--- config.mk ---
export PLATFORM = sky130hd
export DESIGN_NAME = hd_program_loader
export DESIGN_NICKNAME = d
export VERILOG_FILES = /design/src/rtl/hd_program_loader.sv
export SDC_FILE = /design/constraint.sdc
export NUM_CORES = 1
export LEC_CHECK = 0
export CORE_MARGIN = 2
export CORE_UTILIZATION = 50
export DETAILED_ROUTE_END_ITERATION = 16
export HOLD_SLACK_MARGIN = 0.05
export PLACE_DENSITY = 0.76
export SLEW_MARGIN = 20
export SYNTH_ARGS = -nofsm -noshare
export SYNTH_HDL_FRONTEND = slang
export SYNTH_SLANG_ARGS = --single-unit
--- constraint.sdc ---
create_clock -name clk_i -period 5.65 [get_ports clk_i]
set_input_delay 0.565 -clock clk_i [delete_from_list [all_inputs] [get_ports clk_i]]
set_output_delay 0.565 -clock clk_i [all_outputs]
set_load 0.03 [all_outputs]
--- src/rtl/hd_program_loader.sv ---
// Copies one HD program block into instruction memory, or scans all HD block
// headers for the lowest free block (header word == 0).
module hd_program_loader #(
   parameter int unsigned DATA_W     = 32,
   parameter int unsigned ADDR_W     = 32,
   parameter int unsigned BLOCK_SIZE = 200,
   parameter int unsigned NUM_BLOCKS = 8
) (
   input  logic              clk_i,
   input  logic              rst_ni,
   input  logic              start_i,
   input  logic [1:0]        cmd_i,
   input  logic [7:0]        block_idx_i,
   output logic              hd_rd_en_o,
   output logic [ADDR_W-1:0] hd_addr_o,
   input  logic [DATA_W-1:0] hd_rdata_i,
   output logic              im_we_o,
   output logic [ADDR_W-1:0] im_addr_o,
   output logic [DATA_W-1:0] im_wdata_o,
   output logic              busy_o,
   output logic              done_o,
   output logic              err_o,
   output logic [ADDR_W-1:0] words_loaded_o,
   output logic              free_found_o,
   output logic [7:0]        free_block_o,
   output logic [7:0]        used_count_o
);

   localparam int unsigned MAX_LEN  = BLOCK_SIZE - 1;
   localparam logic [1:0]  CMD_LOAD = 2'b01;
   localparam logic [1:0]  CMD_SCAN = 2'b10;

   typedef enum logic [2:0] {
      S_IDLE,
      S_HDR,
      S_HDR_WAIT,
      S_COPY,
      S_FLUSH,
      S_SCAN,
      S_DONE
   } state_e;

   state_e              state_q, state_d;
   logic                hd_rd_en_q, hd_rd_en_d;
   logic [ADDR_W-1:0]   hd_addr_q, hd_addr_d;
   logic                im_we_q, im_we_d;
   logic [ADDR_W-1:0]   im_addr_q, im_addr_d;
   logic                busy_q, busy_d;
   logic                done_q, done_d;
   logic                err_q, err_d;
   logic [ADDR_W-1:0]   words_q, words_d;
   logic                free_found_q, free_found_d;
   logic [7:0]          free_block_q, free_block_d;
   logic [7:0]          used_count_q, used_count_d;
   logic [ADDR_W-1:0]   len_q, len_d;
   logic [ADDR_W-1:0]   idx_q, idx_d;

   logic                blk_ok;
   logic [ADDR_W-1:0]   base;

   assign blk_ok = 32'(block_idx_i) < NUM_BLOCKS;
   assign base   = ADDR_W'(block_idx_i) * ADDR_W'(BLOCK_SIZE);

   // Registered outputs are computed one cycle ahead so they line up with the state they belong to
   always_comb begin
      state_d      = state_q;
      hd_rd_en_d   = 1'b0;
      hd_addr_d    = hd_addr_q;
      im_we_d      = 1'b0;
      im_addr_d    = im_addr_q;
      busy_d       = busy_q;
      done_d       = 1'b0;
      err_d        = err_q;
      words_d      = words_q;
      free_found_d = free_found_q;
      free_block_d = free_block_q;
      used_count_d = used_count_q;
      len_d        = len_q;
      idx_d        = idx_q;

      case (state_q)
         S_IDLE: begin
            if (start_i) begin
               err_d        = 1'b0;
               words_d      = '0;
               free_found_d = 1'b0;
               free_block_d = '0;
               used_count_d = '0;
               idx_d        = '0;
               if (cmd_i == CMD_LOAD && blk_ok) begin
                  state_d    = S_HDR;
                  hd_rd_en_d = 1'b1;
                  hd_addr_d  = base;
                  busy_d     = 1'b1;
               end else if (cmd_i == CMD_SCAN) begin
                  state_d    = S_SCAN;
                  hd_rd_en_d = 1'b1;
                  hd_addr_d  = '0;
                  busy_d     = 1'b1;
               end else begin
                  state_d = S_DONE;
                  err_d   = 1'b1;
                  done_d  = 1'b1;
               end
            end
         end

         S_HDR: state_d = S_HDR_WAIT;

         S_HDR_WAIT: begin
            if (hd_rdata_i == '0) begin
               state_d = S_DONE;
               done_d  = 1'b1;
               busy_d  = 1'b0;
            end else begin
               if (hd_rdata_i > DATA_W'(MAX_LEN)) begin
                  len_d = ADDR_W'(MAX_LEN);
                  err_d = 1'b1;
               end else begin
                  len_d = ADDR_W'(hd_rdata_i);
               end
               state_d    = S_COPY;
               hd_rd_en_d = 1'b1;
               hd_addr_d  = hd_addr_q + ADDR_W'(1);
               idx_d      = '0;
            end
         end

         // idx_q is the body word being read; it is written to IM on the next cycle
         S_COPY: begin
            im_we_d   = 1'b1;
            im_addr_d = idx_q;
            idx_d     = idx_q + ADDR_W'(1);
            if (idx_q + ADDR_W'(1) < len_q) begin
               hd_rd_en_d = 1'b1;
               hd_addr_d  = hd_addr_q + ADDR_W'(1);
            end else begin
               state_d = S_FLUSH;
            end
         end

         S_FLUSH: begin
            state_d = S_DONE;
            words_d = len_q;
            done_d  = 1'b1;
            busy_d  = 1'b0;
         end

         // idx_q counts issued header reads; header idx_q-1 arrives this cycle
         S_SCAN: begin
            idx_d = idx_q + ADDR_W'(1);
            if (idx_q != '0) begin
               if (hd_rdata_i != '0) begin
                  used_count_d = used_count_q + 8'd1;
               end else if (!free_found_q) begin
                  free_found_d = 1'b1;
                  free_block_d = 8'(idx_q - ADDR_W'(1));
               end
            end
            if (idx_q + ADDR_W'(1) < ADDR_W'(NUM_BLOCKS)) begin
               hd_rd_en_d = 1'b1;
               hd_addr_d  = hd_addr_q + ADDR_W'(BLOCK_SIZE);
            end
            if (idx_q == ADDR_W'(NUM_BLOCKS)) begin
               state_d = S_DONE;
               done_d  = 1'b1;
               busy_d  = 1'b0;
            end
         end

         S_DONE: state_d = S_IDLE;

         default: state_d = S_IDLE;
      endcase
   end

   always_ff @(posedge clk_i or negedge rst_ni) begin
      if (!rst_ni) begin
         state_q      <= S_IDLE;
         hd_rd_en_q   <= 1'b0;
         hd_addr_q    <= '0;
         im_we_q      <= 1'b0;
         im_addr_q    <= '0;
         busy_q       <= 1'b0;
         done_q       <= 1'b0;
         err_q        <= 1'b0;
         words_q      <= '0;
         free_found_q <= 1'b0;
         free_block_q <= '0;
         used_count_q <= '0;
         len_q        <= '0;
         idx_q        <= '0;
      end else begin
         state_q      <= state_d;
         hd_rd_en_q   <= hd_rd_en_d;
         hd_addr_q    <= hd_addr_d;
         im_we_q      <= im_we_d;
         im_addr_q    <= im_addr_d;
         busy_q       <= busy_d;
         done_q       <= done_d;
         err_q        <= err_d;
         words_q      <= words_d;
         free_found_q <= free_found_d;
         free_block_q <= free_block_d;
         used_count_q <= used_count_d;
         len_q        <= len_d;
         idx_q        <= idx_d;
      end
   end

   // HD data is only valid in the write cycle itself, so write data bypasses the register stage
   assign im_wdata_o     = im_we_q ? hd_rdata_i : '0;
   assign hd_rd_en_o     = hd_rd_en_q;
   assign hd_addr_o      = hd_addr_q;
   assign im_we_o        = im_we_q;
   assign im_addr_o      = im_addr_q;
   assign busy_o         = busy_q;
   assign done_o         = done_q;
   assign err_o          = err_q;
   assign words_loaded_o = words_q;
   assign free_found_o   = free_found_q;
   assign free_block_o   = free_block_q;
   assign used_count_o   = used_count_q;

endmodule

* Yosys cells after proc, flatten, opt, wreduce, memory -nomap -nowiden
Index checks and enable logic that the tools add are counted.
Storage, ports and cells: bits of input ports 45, register bits 185
Cells by class: $add $sub $neg 5, bitwise logic cells 1, magnitude comparators 4, multiply operators 1, reduce and logical (&&, ||, !) cells 22, muxes and demuxes 56, equal/unequal tests 21
Operators with widths (number):
- $mux W32 | 10
- $pmux W32 S4 | 1
- $pmux W32 S3 | 1
- $add A32 B1 Y32 const B | 2
- $pmux W32 S2 | 1
- $reduce_bool A32 Y1 | 2
- $mux W8 | 6
- $add A32 B8 Y32 const B | 1
- $eq A32 B4 Y1 const B | 1
- $gt A32 B8 Y1 const B | 1
- $logic_not A32 Y1 | 1
- $lt A32 B32 Y1 | 1
- $lt A32 B4 Y1 const B | 1
- $pmux W8 S2 | 2
- $ne A2 B2 Y1 const B | 12
- $mux W1 | 23
- $pmux W3 S6 | 1
- $mux W3 | 5
- $mul A8 B5 Y13 const B | 1
- $pmux W1 S4 | 3
- $reduce_and A4 Y1 | 3
- $reduce_and A5 Y1 | 2
- $add A8 B1 Y8 const B | 1
- $lt A8 B4 Y1 const B | 1
- other kinds (19) | 27

* Depth between registers and ports, before layout
Gate-level depths: netlist (run 1).
depth in word-level cells 5, mapped depth 19, gate-level depth less buffers 17

* Worst setup path after synthesis (run 1)
OpenSTA, ideal clock, no wires.
path type register to register, start point register idx_q[0], end point register hd_addr_q[19] (netlist: hd_addr_o[19]), buffers on the path 3, arrival 4.034 ns, library setup time 0.140 ns, period minus slack after synthesis 4.174 ns, stages on the path, launching flop included 19, path slack 1.476 ns, cells stage by stage dfrtp_1 -> ha_1 -> clkbuf_1 -> nand2_1 -> nor3_1 -> nand3_1 -> nor2_1 -> xor2_1 -> ha_1 -> nand4_1 -> nor2_1 -> a221o_1 -> nor4b_1 -> a21oi_1 -> o211a_1 -> buf_6 -> buf_6 -> o31ai_4 -> o31ai_2
Between the ends: longest elaborated chain between the ends 4
Ends and longest elaborated chain:
- from (decl) | RTL line 56 | logic [ADDR_W-1:0] idx_q, idx_d;
- from (signal assigned) | RTL line 207 | idx_q <= idx_d;
- $add A32 B1 Y32 * | RTL line 134, 160
- $lt A32 B4 Y1 / $lt A32 B32 Y1 (equally long branches) | RTL line 160, 134
- $ne A2 B2 Y1 (no source line)
- $reduce_and A6 Y1 (no source line) *
- to (signal assigned) | RTL line 196 | hd_addr_q <= hd_addr_d;
- to (decl) | RTL line 45 | logic [ADDR_W-1:0] hd_addr_q, hd_addr_d;
Mark *: on every way between the ends. The rest lies on a longest branch, timed or not. A chain may end at the register's enable or synchronous reset.

* Worst setup path after layout (run 1)
start point register idx_q[0], end point register hd_addr_q[25] (netlist: hd_addr_o[25])
Same word-level chain as after synthesis.

==> summary.txt, run 1 <==
Status
  • Status: completed

Floorplan
  • Die width: 153 µm
  • Die area: 23,500 µm²
  • Chip Height: around 150 µm
  • Initial Utilization: 0.510
  • Rows: 54
  • Core region area: 21,900 µm²
  • Top Ports: 195

CTS
  • CTS clock-pin slew for the worst setup and hold paths: ~0.08 ns
  • Clock Tree Root: clkbuf_16
  • Post-CTS setup buffers: 0
  • CTS max path bufs: 2
  • CTS tree: yes
  • TritonCTS Buffers: 17
  • CTS Sinks: 185
  • Worst skew pair latency: 0.44 ns
  • CTS H-tree lvls: 4
  • Hold Buf Count CTS: 0
  • CTS-repair resized insts: 0

Route
  • Final antenna-violating net count: 0
  • Wire per inst: 17.7 µm
  • Pre-antenna DRT Iters: 6
  • Residual DRC: 0
  • Total Wirelength: around 30 mm
  • Via count: a little under 10,000
  • Initial drt markers: 860
  • Routed vias/inst: around 5.8

Job
  • Number of max-cap violations: 0

Worst setup path
  • Critical path type: reg -> reg
  • Critical path arrival: around 5.4 ns
  • Critical Path Source Type: flip-flop
  • CP Capture Type: flip-flop
  • Peak fanout along the critical path: 23
  • CP Cell Sequence: ha_1 -> nand2_1 -> or3_1 -> nor3_1 -> xor2_1 -> ha_1 -> and4_1 -> a21oi_1 -> o21ai_0 -> a221o_1 -> nor4b_1 -> a21oi_1 -> o211a_1 -> buf_4 -> or4b_1 -> nand2_1
  • Worst EP required: 6.03 ns
  • Slowest cell on crit path: or4b_1
  • Slowest stage delay, CP: 0.51 ns

GRT
  • GR peak layer: met2
  • Vias in the first global route: 9,663
  • Grt ovf: 0
  • First-pass GRT wire length: 49.4 mm
  • Antenna violations before repair: 0
  • Global Route Usage Sum: 0.257
  • Met2 global-route usage: 0.435
  • Largest net degree at the start of global routing: 107
  • GRT met3 Usage: 0.0482
  • Met1 usage: 0.329

Synthesis
  • Post-Syn Instances: around 1,300
  • Seq cells post-synth: 185
  • Post-synth top area cell: dfrtp_1
  • Syn nets: around 1,400
  • Seq/Total Area, Yosys: 0.415
  • Synth top area cells: dfrtp_1 (42%), ha_1 (7.5%), o21ai_0 (5.1%)
  • Syn. warnings: 0
  • Area share of the largest cell type after synthesis: 0.415
  • Post-synth cell types: 76
  • Post-synth EDFFs: 0
  • Synthesized area: 11,200 µm²
  • Primary FF master, synth: dfrtp_1
  • Ys async rst share: 1.00
  • Syn Area/Cell: a little under 9 µm²

Layout
  • Layout cells sized above 1: 0.0669
  • Ant. Diodes: 0
  • Fillers: 1,888
  • Commonest non-fill, non-tap cell in the layout: clkdlybuf4s50_1
  • Layout area overhead: 24.2%
  • Most frequent cells in the layout: clkdlybuf4s50_1 (193), dfrtp_1 (185), o21ai_0 (114)
  • FF+latch area: 4630 µm²
  • Area occupied by multi-input gates: 5910 µm²
  • Fin nets: 1,521

STA
  • Max-slew headroom: 0.230
  • Fmax: 199 MHz
  • Setup violations, final: 0
  • Clock period minus worst slack: just over 5 ns
  • Final Skew: 0.0140 ns
  • RSZ-0062 raised after global routing: false
  • Final hold vios: 0
  • Total Neg Setup Slack: 0 ns
  • Slew @ Worst Pin: 1.16 ns
  • Max-slew violation count: 0
  • PnR worst setup slack: about 0.6 ns
  • Tcrit/Tclk final: 0.892

Power
  • Worst VDD drop: 0.251 mV
  • PD cells: 362 nW/µm²
  • Lkg Pwr: 6.16 nW

Hold path
  • Hold WC Path Type: in -> async

Placement
  • DP HPWL: 21.7 mm
  • Placer Congestion: 0.921
  • PortBufs: 194
  • Pre-CTS setup slack: 0.734 ns
-- cells in the mapped netlist, drive strengths merged (8+ instances only) --
master	n
xnor2	17
nand3	85
nor3	21
nor4	19
nor2	101
o31ai	19
nand4	26
o22ai	8
o21ai	133
and2	44
buf	19
nor2b	8
dfrtp	185
nand2	109
a22o	12
a21oi	49
mux2	29
xor2	35
inv	80
ha	67
a31oi	8
and3	15
or3	11
nand2b	9
clkbuf	60
-- sequential cells by signal, indices dropped and copies added (netlist names), 3 cells and up --
| signal | cells |
|---|---|
| idx_q | 32 |
| free_block_o | 8 |
| words_loaded_o | 32 |
| hd_addr_o | 32 |
| used_count_o | 8 |
| len_q | 32 |
| state_q | 3 |
| im_addr_o | 32 |
-- cells by family after synthesis --
group | Yosys count | synth area share
flops | 185 | 0.415
simple gates | 471 | 0.213
xor+xnor | 53 | 0.0428
fa+ha+maj | 70 | 0.0805
buf+inv | 159 | 0.0564
mux | 31 | 0.0311
compound gates | 289 | 0.161
-- path summary, 6_finish.rpt --
| kind | start | to | slack (ns) | cells after the start |
|---|---|---|---|---|
| hold reg to reg | len_q[6]$_DFFE_PN0P_ | len_q[6]$_DFFE_PN0P_ | 0.47 | 2 |
| max in group asynchronous | rst_ni | idx_q[4]$_DFFE_PN0P_ | 4.19 | 2 |
| hold / removal | rst_ni | words_loaded_o[21]$_DFFE_PN0P_ | 0.24 | 1 |
| setup reg to reg | idx_q[0]$_DFFE_PN0P_ | hd_addr_o[25]$_DFFE_PN0P_ | 0.61 | 16 |
| setup / recovery | idx_q[0]$_DFFE_PN0P_ | hd_addr_o[25]$_DFFE_PN0P_ | 0.61 | 16 |
| min in group clk_i | len_q[6]$_DFFE_PN0P_ | len_q[6]$_DFFE_PN0P_ | 0.47 | 2 |
-- cell type report --
cell class,count,area share
inverters,80,0.0217
repair buffers,208,0.148
clock buffers,17,0.0307
well taps,280,0.0253
multi-input cells,914,0.426
flip-flops and latches,185,0.334
clock inverters,15,0.0140
-- critical path: cells and delay by family (launching register included) --
family,cells,cell delay (ns)
XOR/XNOR,1,0.23
flip-flops,1,0.46
AO/OA/AOI/OAI,5,1.14
AND/OR/NAND/NOR,7,2.22
buffers and inverters,1,0.30
adder cells (fa/ha/maj),2,0.61
-- per-stage QoR --
step           hold WS (ns)  utilization  cells  total power [mW]  cell area (µm²)
2_1_floorplan         0.269            -   1258              3.03            11200
3_3_place_gp          0.455        0.604   1667              3.75            13200
3_5_place_dp          0.461        0.604   1667              3.76            13200
4_1_cts               0.279        0.633   1699              5.02            13900
5_1_grt               0.305        0.633   1699              5.28            13900
6_report              0.240        0.633   1699              5.02            13900
-- metal layers --
metal | routed length (µm) | vias to the layer above
met1 | 12400 | 4712
met3 | 1900 | 58
met5 | 0 | -
met2 | 15000 | 383
met4 | 901 | 0
li1 | - | 4745
-- where the power goes --
part	internal, mW	switching, mW	leakage, nW
clock	0.645	0.611	0.303
combinational	0.736	1.35	3.33
sequential	1.46	0.212	2.53
Power figures use the tool's default switching activity.
==> inputs of run 2 (changes only) <==
Settings changed: CORE_UTILIZATION 50 to 33, PLACE_DENSITY 0.76 to 0.54.
==> run 2 against run 1 <==
Via count decreased by 0.74%. Combinational power increased by 2%. Wire length increased by 11%. Critical path depth unchanged. Count of clock-buffer cells in the layout unchanged. Total power increased by 0.38%. First-iteration DRC count decreased by 19%. Flip-flop and latch count unchanged. Highest routed layer is now met5. Largest cell class unchanged. Fmax increased by 0.19%.
==> summary.txt, run 2 (synthesis gave the netlist of run 1 again) <==
Power
  • Pwr Total: 5.04 mW (+0.38%)
  • Worst VDD drop: 0.283 mV (+13%)
  • Lkg Pwr: 6.17 nW (+0.19%)
  • PD cells: 357 nW/µm² (-1.3%)

Worst setup path
  • Bufs and invs on worst path: 1 (unchanged)
  • CP Capture Type: flip-flop
  • Slowest cell on crit path: nor3_1
  • Worst flop-to-flop path startpoint: idx_q[0]$_DFFE_PN0P_
  • Slowest stage delay, CP: 0.47 ns (-0.04 ns)
  • Worst EP required: 6.01 ns (-0.02 ns)
  • Reg2Reg Setup Slack: 0.62 ns (about the same)
  • Crit path max-delay family: simple AND/OR/NAND/NOR gates
  • Cells on worst reg2reg path: 16 (unchanged)
  • Critical path type: reg -> reg
  • Critical path capture point: hd_addr_o[21]$_DFFE_PN0P_
  • Reg-to-reg endpoint: hd_addr_o[21]$_DFFE_PN0P_
  • Critical Path Source Type: flip-flop
  • Critical path arrival: 5.39 ns (-0.03 ns)
  • Stages on worst setup path: 16 (unchanged)
  • Peak fanout along the critical path: 18 (-22%)
  • CP Cell Sequence: ha_1 -> nand2_1 -> or3_1 -> nor3_1 -> xor2_1 -> ha_1 -> and4_1 -> a21oi_1 -> o21ai_0 -> a221o_1 -> nor4b_1 -> a21oi_1 -> o211a_1 -> buf_12 -> or3_4 -> o31ai_2
  • CP Launch Point: idx_q[0]$_DFFE_PN0P_

STA
  • Max-slew violation count: 0 (unchanged)
  • Final Skew: 0.0145 ns (+0.000453 ns)
  • Total Neg Setup Slack: 0 ns (unchanged)
  • PnR worst setup slack: 0.622 ns (+0.00949 ns)
  • Tcrit/Tclk final: 0.890 (-0.00168)
  • Clock period minus worst slack: 5.03 ns (-0.00949 ns)
  • Max-slew headroom: 0.389 (+0.159)
  • Slew @ Worst Pin: 0.917 ns (-0.239 ns)
  • Setup violations, final: 0 (unchanged)
  • Fmax: 199 MHz (+0.19%)
  • RSZ-0062 raised after global routing: false
  • Final hold vios: 0 (unchanged)

CTS
  • CTS tree: yes
  • CTS max path bufs: 2 (unchanged)
  • Post-CTS setup buffers: 0 (unchanged)
  • CTS-repair resized insts: 0 (unchanged)
  • CTS H-tree lvls: 4 (unchanged)
  • CTS Sinks: 185 (unchanged)
  • TritonCTS Buffers: 17 (unchanged)
  • CTS clock-pin slew for the worst setup and hold paths: 0.08 ns (about the same)
  • Worst skew pair latency: 0.45 ns (about the same)
  • Hold Buf Count CTS: 0 (unchanged)
  • Clock Tree Root: clkbuf_16

Job
  • Number of max-cap violations: 0 (unchanged)

Route
  • Final antenna-violating net count: 0 (unchanged)
  • Pre-antenna DRT Iters: 5 (-1)
  • Wire per inst: 17.9 µm (+0.79%)
  • Initial drt markers: 700 (-19%)
  • Via count: 9,825 (-0.74%)
  • Residual DRC: 0 (unchanged)
  • Routed vias/inst: 5.25 (-10%)
  • Total Wirelength: 33.5 mm (+11%)

Layout
  • Layout area overhead: 26.4%
  • Fin nets: 1,526 (+0.33%)
  • Layout cells sized above 1: 0.0695 (+0.00257)
  • Commonest non-fill, non-tap cell in the layout: clkdlybuf4s50_1
  • Most frequent cells in the layout: clkdlybuf4s50_1 (193), dfrtp_1 (185), o21ai_0 (114)

Status
  • Status: completed

GRT
  • Largest net degree at the start of global routing: 69 (-36%)
  • Vias in the first global route: 9,671 (+0.083%)
  • Grt ovf: 0 (unchanged)
  • First-pass GRT wire length: 54.1 mm (+9.5%)
  • Antenna violations before repair: 2 (+2)
  • Global Route Usage Sum: 0.192 (-0.0652)

Placement
  • DP HPWL: 24.5 mm (+13%)
  • PortBufs: 194 (unchanged)
  • Pre-CTS setup slack: 0.703 ns (-0.0310 ns)
  • Placer Congestion: 0.890 (-3.4%)

Floorplan
  • Chip Height: 188 µm (+22%)
  • Core region area: 33,400 µm² (+53%)
  • Die width: 188 µm (+22%)
  • Top Ports: 195 (unchanged)
  • Rows: 67 (+24%)
  • Die area: 35,300 µm² (+50%)
  • Initial Utilization: 0.333 (-0.176)

Hold path
  • Hold WC Path Type: in -> async
run 2: changes by cell type in the layout (fill, tap and decap cells not counted), sizes merged:
cell / previous run / this run
bufinv: 1 / 0
clkinv: 6 / 7
clkinvlp: 0 / 2
inv: 88 / 86
clkbuf: 17 / 18
diode: 0 / 1
buf: 15 / 19
run 2: layout make-up:
class                   instances  area (µm²)
fillers                      3330       19400
multi-input cells             914        5900
flip-flops and latches        185        4630
repair buffers                213        2100
well taps                     448         561
clock buffers                  17         425
inverters                      80         300
clock inverters                15         173
diodes                          1        2.50
run 2: worst reg2reg max path: stages (launching register included):
cell	delay [ns]
dfrtp_1	0.45
ha_1	0.34
nand2_1	0.23
or3_1	0.45
nor3_1	0.47
xor2_1	0.26
ha_1	0.28
and4_1	0.20
a21oi_1	0.13
o21ai_0	0.09
a221o_1	0.37
nor4b_1	0.31
a21oi_1	0.21
o211a_1	0.33
buf_12	0.24
or3_4	0.42
o31ai_2	0.17
run 2: power by group:
part           total, mW  internal [mW]  switching, mW
registers           1.69           1.46          0.231
logic               2.13          0.766           1.36
clock network       1.22          0.596          0.622
total               5.04           2.82           2.21
run 2: through the flow:
stage	std cells	cell area, µm²	util	hold slack (ns)
after global routing	1872	14100	0.421	0.131
after detailed placement	1840	13500	0.403	0.460
after global placement	1840	13500	0.403	0.466
after CTS	1872	14100	0.421	0.114
final	1873	14100	0.421	0.0840
after floorplan	1258	11200	-	0.269
run 2: worst min path at each step:
stage	start	endpoint	slack, ns	cells past startpoint
3_3_place_gp	len_q[6]$_DFFE_PN0P_	len_q[6]$_DFFE_PN0P_	0.47	2
2_1_floorplan	rst_ni	busy_o$_DFFE_PN0P_	0.27	0
3_5_place_dp	len_q[6]$_DFFE_PN0P_	len_q[6]$_DFFE_PN0P_	0.46	2
5_1_grt	rst_ni	words_loaded_o[20]$_DFFE_PN0P_	0.13	1
6_report	rst_ni	words_loaded_o[20]$_DFFE_PN0P_	0.08	1
4_1_cts	rst_ni	words_loaded_o[20]$_DFFE_PN0P_	0.11	1
run 2: per-layer routing:
metal	GRT usage	vias to the layer above	share of wire
li1	-	4735	-
met1	0.251	4774	0.44
met2	0.330	280	0.49
met3	0.0281	34	0.044
met4	0.0542	2	0.017
met5	0	-	0.00045
==> inputs of run 3 (changes only) <==
Clock period 5.65 ns to 4.7 ns, I/O delays scaled along.
==> run 3 against run 2 <==
Register-to-register slack lost 0.28 ns. Sequential share of layout area shrank 0.53 points. Count of clock-buffer cells in the layout is the same. Highest routed layer unchanged. Largest power group unchanged. Sequential power grew 21%. Fmax grew 15%. Non-clock buffer count grew 28. Design area grew 1.6%. Largest cell class unchanged.
==> summary.txt, run 3 (synthesis gave the netlist of run 1 again) <==
Worst setup path
  • Peak fanout along the critical path: 15 (-3)
  • Critical Path Source Type: flip-flop
  • CP Cell Sequence: and4_1 -> and4_1 -> nand2_1 -> or4_1 -> xnor2_1 -> ha_1 -> nand4_1 -> nor2_1 -> and3_1 -> and3_1 -> o311ai_0 -> a21oi_2 -> o211a_2 -> buf_4 -> nor2_1 -> o22a_1
  • Crit path max-delay family: simple AND/OR/NAND/NOR gates
  • Worst EP required: 5.03 ns (-0.98 ns)
  • Slowest cell on crit path: or4_1
  • CP Capture Type: flip-flop
  • Critical path type: reg -> reg
  • Bufs and invs on worst path: 1 (unchanged)
  • Critical path arrival: 4.69 ns (-0.70 ns)
  • Slowest stage delay, CP: 0.56 ns (+0.09 ns)

CTS
  • Post-CTS setup buffers: 0 (unchanged)
  • CTS tree: yes
  • Hold Buf Count CTS: 0 (unchanged)
  • TritonCTS Buffers: 17 (unchanged)
  • Worst skew pair latency: 0.44 ns (about the same)
  • CTS max path bufs: 2 (unchanged)
  • CTS H-tree lvls: 4 (unchanged)
  • CTS Sinks: 185 (unchanged)
  • Clock Tree Root: clkbuf_16
  • CTS clock-pin slew for the worst setup and hold paths: 0.09 ns (about the same)

STA
  • RSZ-0062 raised after global routing: false
  • Setup violations, final: 0 (unchanged)
  • Fmax: 229 MHz (+15%)
  • Slew @ Worst Pin: 0.956 ns (+0.0396 ns)
  • Tcrit/Tclk final: 0.928 (+0.0383)
  • Max-slew headroom: 0.362 (-0.0264)
  • Final Skew: 0.0245 ns (+0.0101 ns)
  • PnR worst setup slack: 0.338 ns (-0.284 ns)
  • Total Neg Setup Slack: 0 ns (unchanged)
  • Final hold vios: 0 (unchanged)
  • Clock period minus worst slack: 4.36 ns (-0.666 ns)
  • Max-slew violation count: 0 (unchanged)

Route
  • Pre-antenna DRT Iters: 5 (unchanged)
  • Wire per inst: 17.6 µm (-1.7%)
  • Via count: 9,757 (-0.69%)
  • Initial drt markers: 603 (-14%)
  • Residual DRC: 0 (unchanged)
  • Total Wirelength: 33.4 mm (-0.26%)
  • Final antenna-violating net count: 0 (unchanged)
  • Routed vias/inst: 5.14 (-2.1%)

Placement
  • DP HPWL: 24.8 mm (+1.4%)
  • Placed cell area: 13,700 µm² (+1.5%)
  • Placer Congestion: 0.886 (-0.46%)
  • PortBufs: 194 (unchanged)
  • Pre-CTS setup slack: 0.167 ns (-0.536 ns)

Power
  • Lkg Pwr: 6.33 nW (+2.5%)
  • PD cells: 424 nW/µm² (+19%)
  • Worst VDD drop: 0.302 mV (+6.7%)

GRT
  • Vias in the first global route: 9,674 (+0.031%)
  • Global Route Usage Sum: 0.191 (-0.00123)
  • Antenna violations before repair: 1 (-1)
  • First-pass GRT wire length: 53.8 mm (-0.52%)
  • Largest net degree at the start of global routing: 113 (+64%)
  • Grt ovf: 0 (unchanged)

Layout
  • Layout cells sized above 1: 0.0902 (+0.0207)
  • Commonest non-fill, non-tap cell in the layout: clkdlybuf4s50_1
  • Post-route design area: 14,300 µm² (+1.6%)
  • Ant. Diodes: 0 (-1)
  • Fillers: 3,289 (-1.2%)
  • Most frequent cells in the layout: clkdlybuf4s50_1 (193), dfrtp_1 (185), o21ai_0 (114)
  • Layout area overhead: 28.4%
  • Fin nets: 1,554 (+1.8%)

Floorplan
  • Core region area: 33,400 µm² (unchanged)
  • Die width: 188 µm (unchanged)
  • Die area: 35,300 µm² (unchanged)
  • Chip Height: 188 µm (unchanged)
  • Initial Utilization: 0.333 (unchanged)
  • Top Ports: 195 (unchanged)
  • Rows: 67 (unchanged)

Hold path
  • Hold WC Path Type: in -> async

Status
  • Status: completed

Job
  • Number of max-cap violations: 0 (unchanged)
[run 3: cell count changes in the layout (fill, tap and decap cells not counted), moves of 2 or more]
cell        delta
clkinv_8       +2
inv_8          -2
buf_4         +29
clkinvlp_4     -2
[run 3: per-stage QoR]
stage               hold WS (ns)  power (mW)  cells   util
global route               0.226        6.46   1900  0.428
floorplan                  0.174        3.64   1258      -
finish                     0.165        6.07   1900  0.428
CTS                        0.200        6.11   1900  0.428
global placement           0.467        4.61   1868  0.409
detailed placement         0.463        4.62   1868  0.409
[run 3: final timing paths]
kind	from	endpoint	slack, ns	cells past startpoint
min in group clk_i	len_q[6]$_DFFE_PN0P_	len_q[6]$_DFFE_PN0P_	0.48	2
worst max-delay path	idx_q[10]$_DFFE_PN0P_	hd_addr_o[9]$_DFFE_PN0P_	0.34	16
max in group asynchronous	rst_ni	hd_addr_o[2]$_DFFE_PN0P_	3.44	2
worst min-delay path	rst_ni	words_loaded_o[21]$_DFFE_PN0P_	0.17	1
worst min register to register	len_q[6]$_DFFE_PN0P_	len_q[6]$_DFFE_PN0P_	0.48	2
worst max register to register	idx_q[10]$_DFFE_PN0P_	hd_addr_o[9]$_DFFE_PN0P_	0.34	16
[run 3: cell type report]
class | count | area [µm²] | area share
multi-input cells | 914 | 5920 | 0.413
flip-flops and latches | 185 | 4630 | 0.323
repair buffers | 241 | 2300 | 0.160
well taps | 448 | 561 | 0.0391
clock buffers | 17 | 425 | 0.0297
inverters | 80 | 300 | 0.0210
clock inverters | 15 | 193 | 0.0135
[run 3: timing repair]
item                                    CTS  global route
endpoints found under the setup margin    0            24
gates resized for setup                   0             4
hold endpoints to repair                  0             0
[run 3: metal layers]
layer / routed length, µm / track usage / share of wire / vias to the layer above
met4: 597 / 0.0509 / 0.018 / 2
met1: 15000 / 0.250 / 0.45 / 4673
met5: 13 / 0 / 0.00039 / -
met2: 16600 / 0.332 / 0.50 / 246
li1: - / - / - / 4800
met3: 1230 / 0.0234 / 0.037 / 36
[run 3: where the power goes]
part | total, mW | internal, mW | switching [mW] | leakage [nW]
clock network | 1.48 | 0.729 | 0.755 | 0.299
logic | 2.55 | 0.928 | 1.63 | 3.50
registers | 2.04 | 1.76 | 0.280 | 2.53
